### src/rtl/ahbl_splitter_n.sv
// rtl/ahbl_splitter_n.sv - AHB-Lite one-master to NS-slave decoder and response mux
// Includes an error-responding default slave and a stall watchdog.
module ahbl_splitter_n #(
    parameter int                          NS       = 4,
    parameter int                          SEL_BITS = 4,
    parameter logic [NS*SEL_BITS-1:0]      S_BASE   = {4'h8, 4'h4, 4'h2, 4'h0},
    parameter int                          TIMEOUT  = 256
) (
    input  logic                 HCLK,
    input  logic                 HRESET,
    input  logic [31:0]          HADDR,
    input  logic [1:0]           HTRANS,
    output logic                 HREADY,
    output logic [31:0]          HRDATA,
    output logic                 HRESP,
    output logic [NS-1:0]        S_HSEL,
    input  logic [NS*32-1:0]     S_HRDATA,
    input  logic [NS-1:0]        S_HREADYOUT,
    input  logic [NS-1:0]        S_HRESP,
    output logic                 TO_FLAG,
    output logic [3:0]           TO_SLAVE,
    input  logic                 TO_CLR
);

    typedef enum logic [1:0] {
        E_IDLE,
        E_ERR1,
        E_ERR2
    } err_state_t;

    localparam logic [15:0] TO_VAL = 16'(TIMEOUT);
    localparam bit          WD_EN  = (TIMEOUT != 0);

    logic [SEL_BITS-1:0] tag;
    logic [NS-1:0]       hsel;
    logic                found;
    logic                def_hit;
    logic                accept;

    logic [NS-1:0]       dsel_q, dsel_d;
    logic                dsel_def_q, dsel_def_d;
    err_state_t          err_q, err_d;
    logic [15:0]         cnt_q, cnt_d;
    logic                to_flag_q, to_flag_d;
    logic [3:0]          to_slave_q, to_slave_d;

    logic                hready;
    logic                hresp;
    logic [31:0]         hrdata;
    logic                stall;
    logic [3:0]          stall_idx;
    logic                to_set;
    logic                unused_bits;

    assign tag         = HADDR[31 -: SEL_BITS];
    assign unused_bits = ^{HADDR[31-SEL_BITS:0], HTRANS[0]};

    // Priority decode: lowest matching index wins, keeping S_HSEL one-hot or zero.
    always_comb begin
        hsel  = '0;
        found = 1'b0;
        for (int i = 0; i < NS; i++) begin
            if (!found && tag == S_BASE[i*SEL_BITS +: SEL_BITS]) begin
                hsel[i] = 1'b1;
                found   = 1'b1;
            end
        end
        def_hit = !found && HTRANS[1];
    end

    always_comb begin
        hready = 1'b1;
        hresp  = 1'b0;
        hrdata = '0;
        for (int i = 0; i < NS; i++) begin
            if (dsel_q[i]) begin
                hready = S_HREADYOUT[i];
                hresp  = S_HRESP[i];
                hrdata = S_HRDATA[i*32 +: 32];
            end
        end
        if (dsel_def_q) begin
            hrdata = 32'hBADD_BEEF;
            hready = (err_q != E_ERR1);
            hresp  = (err_q != E_IDLE);
        end
    end

    assign accept = hready && def_hit;

    always_comb begin
        dsel_d     = dsel_q;
        dsel_def_d = dsel_def_q;
        if (hready) begin
            dsel_d     = HTRANS[1] ? hsel : '0;
            dsel_def_d = def_hit;
        end
    end

    always_comb begin
        err_d = err_q;
        case (err_q)
            E_IDLE:  err_d = accept ? E_ERR1 : E_IDLE;
            E_ERR1:  err_d = E_ERR2;
            E_ERR2:  err_d = accept ? E_ERR1 : E_IDLE;
            default: err_d = E_IDLE;
        endcase
    end

    always_comb begin
        stall     = (|dsel_q) && !hready;
        stall_idx = '0;
        for (int i = 0; i < NS; i++) begin
            if (dsel_q[i]) begin
                stall_idx = 4'(i);
            end
        end
    end

    // Flag fires only on the edge the counter lands on TIMEOUT; saturation stops re-triggering.
    always_comb begin
        cnt_d = cnt_q;
        if (hready) begin
            cnt_d = '0;
        end else if (WD_EN && stall && cnt_q != TO_VAL) begin
            cnt_d = cnt_q + 16'd1;
        end
        to_set     = WD_EN && stall && (cnt_q == TO_VAL - 16'd1);
        to_flag_d  = to_set || (to_flag_q && !TO_CLR);
        to_slave_d = (to_set && !to_flag_q) ? stall_idx : to_slave_q;
    end

    always_ff @(posedge HCLK or posedge HRESET) begin
        if (HRESET) begin
            dsel_q     <= '0;
            dsel_def_q <= 1'b0;
            err_q      <= E_IDLE;
            cnt_q      <= '0;
            to_flag_q  <= 1'b0;
            to_slave_q <= '0;
        end else begin
            dsel_q     <= dsel_d;
            dsel_def_q <= dsel_def_d;
            err_q      <= err_d;
            cnt_q      <= cnt_d;
            to_flag_q  <= to_flag_d;
            to_slave_q <= to_slave_d;
        end
    end

    assign S_HSEL   = hsel;
    assign HREADY   = hready;
    assign HRESP    = hresp;
    assign HRDATA   = hrdata;
    assign TO_FLAG  = to_flag_q;
    assign TO_SLAVE = to_slave_q;

endmodule

### config.mk
export PLATFORM = sky130hd
export DESIGN_NAME = ahbl_splitter_n
export DESIGN_NICKNAME = d
export VERILOG_FILES = /design/src/rtl/ahbl_splitter_n.sv
export SDC_FILE = /design/constraint.sdc
export NUM_CORES = 1
export LEC_CHECK = 0
export CAP_MARGIN = 20
export CORE_UTILIZATION = 30
export DETAILED_ROUTE_END_ITERATION = 10
export PLACE_DENSITY = 0.92
export SLEW_MARGIN = 20
export SYNTH_ARGS = -nofsm -noshare
export SYNTH_HDL_FRONTEND = slang
export SYNTH_SLANG_ARGS = --single-unit
export TNS_END_PERCENT = 30
### constraint.sdc
create_clock -name HCLK -period 2.29 [get_ports HCLK]
set_clock_uncertainty 0.15 [all_clocks]
set_input_delay 0.229 -clock HCLK [delete_from_list [all_inputs] [get_ports HCLK]]
set_output_delay 0.229 -clock HCLK [all_outputs]
set_load 0.01 [all_outputs]
## Word-level counts from Yosys, hierarchy flattened

Cells that the tools add are included.

| cells by class | value |
|---|---|
| add/sub/neg operators | 1 |
| eq/ne operators | 8 |
| mux-type cells | 30 |
| reduce and logical (&&, ||, !) cells | 24 |

Operators by type and width:

| cell | number |
|---|---|
| $mux W32 | 5 |
| $mux W16 | 2 |
| $mux W1 | 19 |
| $add A16 B1 Y16 const B | 1 |
| $eq A16 B8 Y1 const B | 1 |
| $ne A16 B9 Y1 const B | 1 |
| $mux W4 | 3 |
| $logic_and A1 B1 Y1 | 10 |
| $logic_not A1 Y1 | 7 |
| $eq A4 B2 Y1 const B | 1 |
| $eq A4 B3 Y1 const B | 1 |
| $eq A4 B4 Y1 const B | 1 |
| $logic_not A4 Y1 | 1 |
| $pmux W2 S2 | 1 |
| $reduce_bool A2 Y1 | 2 |
| $reduce_or A4 Y1 | 1 |
| $eq A2 B1 Y1 const B | 1 |
| $eq A2 B2 Y1 const B | 1 |
| $logic_not A2 Y1 | 1 |
| $ne A2 B1 Y1 const B | 1 |
| $reduce_or A2 Y1 | 1 |
| $logic_or A1 B1 Y1 | 1 |

| word-level totals | value |
|---|---|
| register bits | 28 |
| bits of input ports | 173 |
| output and inout bits | 43 |
| word-level logic and storage cells | 69 |

## Longest topological paths before layout

Gate-level depths: netlist (run 1).

| logic depth | value |
|---|---|
| word-level depth | 16 |
| depth in mapped cells | 7 |
| depth with buffers taken out | 7 |

## Worst setup path after synthesis (run 1)

Ideal clock, no wire load.

| timing | value |
|---|---|
| path type | register to register |
| start | reg dsel_q[2] |
| end | reg to_slave_q[1], in the netlist TO_SLAVE[1] |
| setup time | 0.125 ns |
| arrival time | 1.836 ns |
| data required time | 2.015 ns |
| slack | 0.179 ns |
| cell stages (with the launch flop) | 8 |
| buffers on the path | 2 |
| period minus slack after synthesis | 2.111 ns |
| cell sequence | dfrtp_1 buf_6 or4_4 and4_1 buf_2 nand2_1 or3_4 mux2_4 |

| on the way | value |
|---|---|
| cells in the longest elaborated chain, start to end | 7 |
| elaborated cells between the ends (all ways) | 10 |
| classes of those cells | mux (5); reduce/logical (5) |

RTL lines:

| what | RTL line | RTL |
|---|---|---|
| from (decl) | 40 | `logic [NS-1:0] dsel_q, dsel_d;` |
| from (signal assigned) | 142 | `dsel_q <= dsel_d;` |
| $mux W1 (2 in series) | 76 | `if (dsel_q[i]) begin` |
| $mux W1 | 82 | `if (dsel_def_q) begin` |
| $logic_not A1 Y1 | 111 | `stall = (\|dsel_q) && !hready;` |
| $logic_and A1 B1 Y1 | 111 |  |
| $logic_and A1 B1 Y1 | 128 | `to_set = WD_EN && stall && (cnt_q == TO_VAL - 16'd1);` |
| $logic_and A1 B1 Y1 | 130 | `to_slave_d = (to_set && !to_flag_q) ? stall_idx : to_slave_q;` |
| to (signal assigned) | 147 | `to_slave_q <= to_slave_d;` |
| to (decl) | 45 | `logic [3:0] to_slave_q, to_slave_d;` |

Several ways; a longest one is shown, not always the timed one.
A chain may end at the register's enable or synchronous reset.

## Final worst setup path (run 1)

Same ends and word-level chain as after synthesis.

==> results of run 1 <==
==> power groups by stage <==
stage	sequential [mW]	clock, mW	combinational (mW)
final	0.480	0.375	0.735
after floorplan	0.482	0	0.264
after global routing	0.482	0.403	0.785
after global placement	0.488	0	0.757
after detailed placement	0.489	0	0.774
after CTS	0.480	0.381	0.727
==> worst reg2reg max path, delay by kind of cell, from the launching register on <==
kind / cells / cell delay (ns)
muxes: 1 / 0.29
and+or+nand+nor: 4 / 0.99
DFF: 1 / 0.41
buffers and inverters: 2 / 0.29
==> Yosys cell counts (all sizes together) (5+ instances only) <==
cell | count | share of area, %
xor2 | 9 | 3.7
a21oi | 24 | 5.6
nand2 | 34 | 6.0
nor4b | 5 | 2.1
nor2 | 24 | 4.2
xnor2 | 6 | 2.5
buf | 7 | 2.6
a222oi | 23 | 11
nor3 | 13 | 3.1
clkbuf | 16 | 2.8
dfrtp | 26 | 31
nand3 | 8 | 1.9
o22ai | 7 | 2.1
o21ai | 8 | 1.9
a221oi | 11 | 5.4
inv | 9 | 1.6
==> path summary, 6_finish.rpt <==
kind / startpoint / to / depth (start not counted)
worst min register to register: err_q[1] / err_q[1] / 1
worst max-delay path: dsel_q[2] / TO_SLAVE[1] / 7
max in group asynchronous: HRESET / dsel_q[3] / 3
worst max register to register: dsel_q[2] / TO_SLAVE[1] / 7
worst min-delay path: HRESET / cnt_q[12] / 3
min in group HCLK: err_q[1] / err_q[1] / 1
==> what timing repair did <==
action                     CTS  global route
setup buffers                7             1
pin swaps                    2             3
gates cloned                 2             0
resized for setup           49             9
setup endpoints to repair   34             9
==> per-layer routing <==
| layer | GRT usage [%] | routed length, µm | vias to the layer above | part of all wire [%] |
|---|---|---|---|---|
| met5 | 0 | 0 | - | 0 |
| met4 | 8.788 | 266 | 0 | 2.8 |
| met3 | 4.476 | 822 | 24 | 8.6 |
| met2 | 42.14 | 4792 | 172 | 50 |
| met1 | 30.04 | 3723 | 1402 | 39 |
| li1 | - | - | 1410 | - |
==> sequential cells by signal, indices dropped and copies added, names as in the netlist <==
| register | cells |
|---|---|
| cnt_q | 16 |
| dsel_def_q | 1 |
| err_q | 2 |
| TO_FLAG | 1 |
| dsel_q | 4 |
| TO_SLAVE | 2 |
==> cell type report <==
type | count | area share, %
clock buffer | 3 | 0.9491
timing repair buffer | 214 | 47.54
inverter | 10 | 0.8628
multi-input combinational | 208 | 32.21
clock inverter | 1 | 0.6903
sequential | 26 | 14.98
tap | 96 | 2.761
==> logic make-up after synthesis <==
group                      synth area share (%)
adders and majority gates                 1.176
buffers and inverters                     7.176
and+or+nand+nor                           24.53
DFF                                       30.59
xor gates and xnor gates                  6.177
other                                    0.1763
AOI/OAI and AO/OA                         28.53
muxes                                     1.647
==> metrics by stage <==
stage | instances | hold slack (ns) | instance area [µm²]
6_report | 558 | 0.1657 | 4350
2_1_floorplan | 266 | 0.1190 | 2131
4_1_cts | 557 | 0.1847 | 4337
3_3_place_gp | 544 | 0.2807 | 4153
3_5_place_dp | 544 | 0.2892 | 4153
5_1_grt | 558 | 0.2375 | 4350
==> flow_summary.toml, run 1 <==
[layout]
drive_gt1_share_pct = 11.90
layout.nets = 638
multi_input_comb_area_um2 = 1401
syn2layout_area_growth_pct = 104.5
final_common_cell = "clkdlybuf4s50_1"
register_area_um2 = 651.9
fill_cells = 578
diodes = 0
final_core_util_pct = 63.68
final_cell_mix = "clkdlybuf4s50_1 (150), nand2_1 (32), dlygate4sd2_1 (30)"

[setup_path]
crit_buf_inv = 2
criticalPathCategory = "reg -> reg"
worstPathCellList = "buf_4 -> buf_4 -> or4_4 -> and4_1 -> nand2_2 -> or3_4 -> mux2_4"
worstSetupEndpointType = "flip-flop"
cp_max_fo = 6
required_ns = 2.31
worst_setup_path_start_kind = "flip-flop"
max_stage_delay_ns = 0.52
cp.arrival_ns = 2.26
crit_top_cell = "buf_4"
crit_family = "simple AND/OR/NAND/NOR gates"
cpMaxStageDelayCell = "or4_4"
r2r_slack_ns = 0.05

[synth]
synth_edf_count = 0
synth-seq-cells = 26
synth-seq-area-share_pct = 30.59
yosys_warnings = 0
netlist_area_um2 = 2127
synth_area_per_cell_um2 = 8.027
ys.flop_type = "dfrtp_1"
async_flop_share_pct = 100.0
synth_cell_types = 44
synthCells = 265

[detailed_routing]
totalWireLength_um = 9605
drtAntennaViolNets = 0
drt_iter0_drc = 245
wl_per_cell_um = 17.21
vias_per_cell = 5.391
num_vias = 3008
drt_first_pass_iters = 9
drc = 0

[grt]
gr-usage-all-layers_pct = 24.27
grt_max_degree = 27
gr-total-overflow = 0
antenna_found_initial = 0
grt_pass1_vias = 3035
grt_pass1_wl_um = 14390

[power]
switching_share_pct = 29.20
seqPwrFrac_pct = 30.2
p_sw_mw = 0.4647
ir_worst_vdd_mv = 0.2341
leakagePower_nw = 1.830
internal_power_mw = 1.126
power_frac_clock_pct = 23.6
power_frac_comb_pct = 46.2
power_mw = 1.591
powerDensity_nw_per_um2 = 365.8

[clock_tree]
cts_hold_buf = 0
cts.path.max_buffers = 2
tritoncts = "done"
cts_sinks = 26
cts-buffers-inserted = 3
clk_pin_slew_ns = 0.09
htree_levels = 1
cts-root-buf = "clkbuf_8"
clkLatencyLatePin_ns = 0.27

[hold_path]
hold_class = "in -> async"

[sta]
tns_ns = 0
setup_violations = 0
rsz0062_at_grt = "yes"
fmax_mhz = 446.2
min_period_ns = 2.241
finalWorstSetupSlack_ns = 0.04890
drv_slew = 0
hold_viol = 0
fin_crit_sh_pct = 97.86

[floorplan]
core_area_um2 = 6832
io_pins = 216
rows = 30
die_area_um2 = 7430
die_h_um = 86.20
fp.dieW_um = 86.20
start_util_pct = 31.14

[placed_design]
gp_congestion = 0.8357
io_buffers = 184
pre_cts_slack_ns = -0.08722
hpwl_um = 7192

[run]
max_cap_violations = 0

[status]
status = "finished clean"
Note: power is estimated with default switching activity, not from simulation.
==> run 2: changes to the inputs <==
CORE_MARGIN = 5   (was unset)
==> run 2 against run 1 <==
Effect of this change:
- count of clock-buffer cells in the layout unchanged
- maximum frequency decreased by 7.4%
- first-iteration DRC count increased by 3.7%
- die area increased by 19%
- the flow now finishes with violations (negative setup slack)
- largest power group unchanged
- sequential share of layout area decreased by 0.27 points
- sequential cell count unchanged
- worst hold slack got worse by 0.015 ns
- via count increased by 2.9%
- register-to-register slack improved by 0.05 ns
==> flow_summary.toml, run 2 (synthesis gave the netlist of run 1 again) <==
[status]
status = "finished with violations"
violations = "negative setup slack"

[power]
p_sw_mw = 0.4849
power_frac_comb_pct = 47.8
seqPwrFrac_pct = 29.1
switching_share_pct = 29.58
ir_worst_vdd_mv = 0.2185
internal_power_mw = 1.154
power_frac_clock_pct = 23.1
powerDensity_nw_per_um2 = 369.9
leakagePower_nw = 1.920

[floorplan]
die_h_um = 94.20
core_area_um2 = 6832
rows = 30
io_pins = 216
fp.dieW_um = 94.20
start_util_pct = 31.14
die_area_um2 = 8874

[sta]
drv_slew = 0
min_period_ns = 2.421
holdWs_ns = 0.1503
fmax_mhz = 413.1
rsz0062_at_grt = "yes"
setup_violations = 6
tns_ns = -0.6094
hold_viol = 0
finalWorstSetupSlack_ns = -0.1305
fin_crit_sh_pct = 105.7

[setup_path]
reg2reg_from = "dsel_q[3]"
cp_max_fo = 12
criticalPathCategory = "reg -> out"
cp-startpoint = "dsel_q[2]"
required_ns = 1.91
cp.arrival_ns = 2.04
worstSetupEndpointType = "output pin"
worst_setup_path_start_kind = "flip-flop"

[clock_tree]
cts_hold_buf = 0
cts-buffers-inserted = 3
htree_levels = 1
clkLatencyLatePin_ns = 0.27
clk_pin_slew_ns = 0.09
cts-root-buf = "clkbuf_8"
cts.path.max_buffers = 2
tritoncts = "done"
cts_sinks = 26

[detailed_routing]
vias_per_cell = 5.537
num_vias = 3095
drt_first_pass_iters = 6
drt_iter0_drc = 254
totalWireLength_um = 11240
drtAntennaViolNets = 0
drc = 0
wl_per_cell_um = 20.10

[layout]
final_cell_mix = "clkdlybuf4s50_1 (154), nand2_1 (33), dfrtp_1 (25), buf_4 (25), a21oi_1 (24)"
largest_reg_flops = 16
final_core_util_pct = 64.87
regMostFlops = "cnt_q"
syn2layout_area_growth_pct = 108.4
layout.nets = 639
largestRegisters = "cnt_q x16, dsel_q x4"
diodes = 0
final_common_cell = "clkdlybuf4s50_1"
drive_gt1_share_pct = 12.53

[placed_design]
gp_congestion = 0.7848
io_buffers = 184
hpwl_um = 8146

[run]
max_cap_violations = 0

[grt]
antenna_found_initial = 0
gr-usage-all-layers_pct = 22.61
grt_pass1_vias = 3248
grt_pass1_wl_um = 15980
gr-total-overflow = 0
grt_max_degree = 37

[hold_path]
hold_class = "in -> async"
==> run 2: critical path, cell delays in order, from the launching register on <==
cell and delay [ns]:
dfrtp_1 0.43, buf_4 0.15, buf_4 0.13, nor2b_4 0.17
a222oi_1 0.32, nand2_1 0.09, clkdlybuf4s50_1 0.48
==> run 2: final timing paths <==
| kind | end | slack [ns] | depth (start not counted) |
|---|---|---|---|
| worst max-delay path | HRDATA[18] | -0.13 | 6 |
| worst min-delay path | cnt_q[2] | 0.15 | 3 |
| worst max register to register | TO_SLAVE[1] | 0.10 | 6 |
| worst min register to register | err_q[1] | 0.30 | 1 |
| max in group asynchronous | dsel_q[3] | 1.58 | 3 |
| min in group HCLK | err_q[1] | 0.30 | 1 |
==> run 2: power groups by stage <==
| stage | Clock (mW) | Combinational [mW] | Sequential [mW] |
|---|---|---|---|
| 2_1_floorplan | 0 | 0.264 | 0.482 |
| 3_3_place_gp | 0 | 0.773 | 0.485 |
| 3_5_place_dp | 0 | 0.786 | 0.486 |
| 4_1_cts | 0.374 | 0.766 | 0.477 |
| 5_1_grt | 0.395 | 0.840 | 0.479 |
| 6_report | 0.379 | 0.783 | 0.478 |
==> run 2: area by class of cell <==
class                   instances  area, µm²
clock buffers                   3      41.29
clock inverters                 1      30.03
fillers                       537       2400
inverters                      10      37.54
multi-input cells             208       1431
flip-flops and latches         26      651.9
well taps                      96      120.1
repair buffers                215       2120
==> run 2: what timing repair did <==
item | 4_1_cts | 5_1_grt
endpoints found under the setup margin | 34 | 26
gates resized for setup | 33 | 27
pin swaps | 2 | 2
cloned | 1 | 1
setup buffers | 2 | 7
==> run 2: layer usage <==
| metal | up-vias | global-route usage, % | wire (µm) |
|---|---|---|---|
| li1 | 1410 | - | - |
| met1 | 1465 | 24.71 | 3754 |
| met5 | - | 0 | 0 |
| met2 | 193 | 42.49 | 5928 |
| met4 | 0 | 6.619 | 323 |
| met3 | 27 | 5.689 | 1233 |
==> run 2: metrics by stage <==
step / instance area (µm²) / worst slack (ns) / instances / total power, mW
2_1_floorplan: 2131 / 0.1788 / 266 / 0.7457
3_3_place_gp: 4165 / -0.01373 / 544 / 1.259
3_5_place_dp: 4165 / -0.02550 / 544 / 1.272
4_1_cts: 4294 / -0.1740 / 551 / 1.617
5_1_grt: 4432 / -0.2156 / 559 / 1.713
6_report: 4432 / -0.1305 / 559 / 1.639
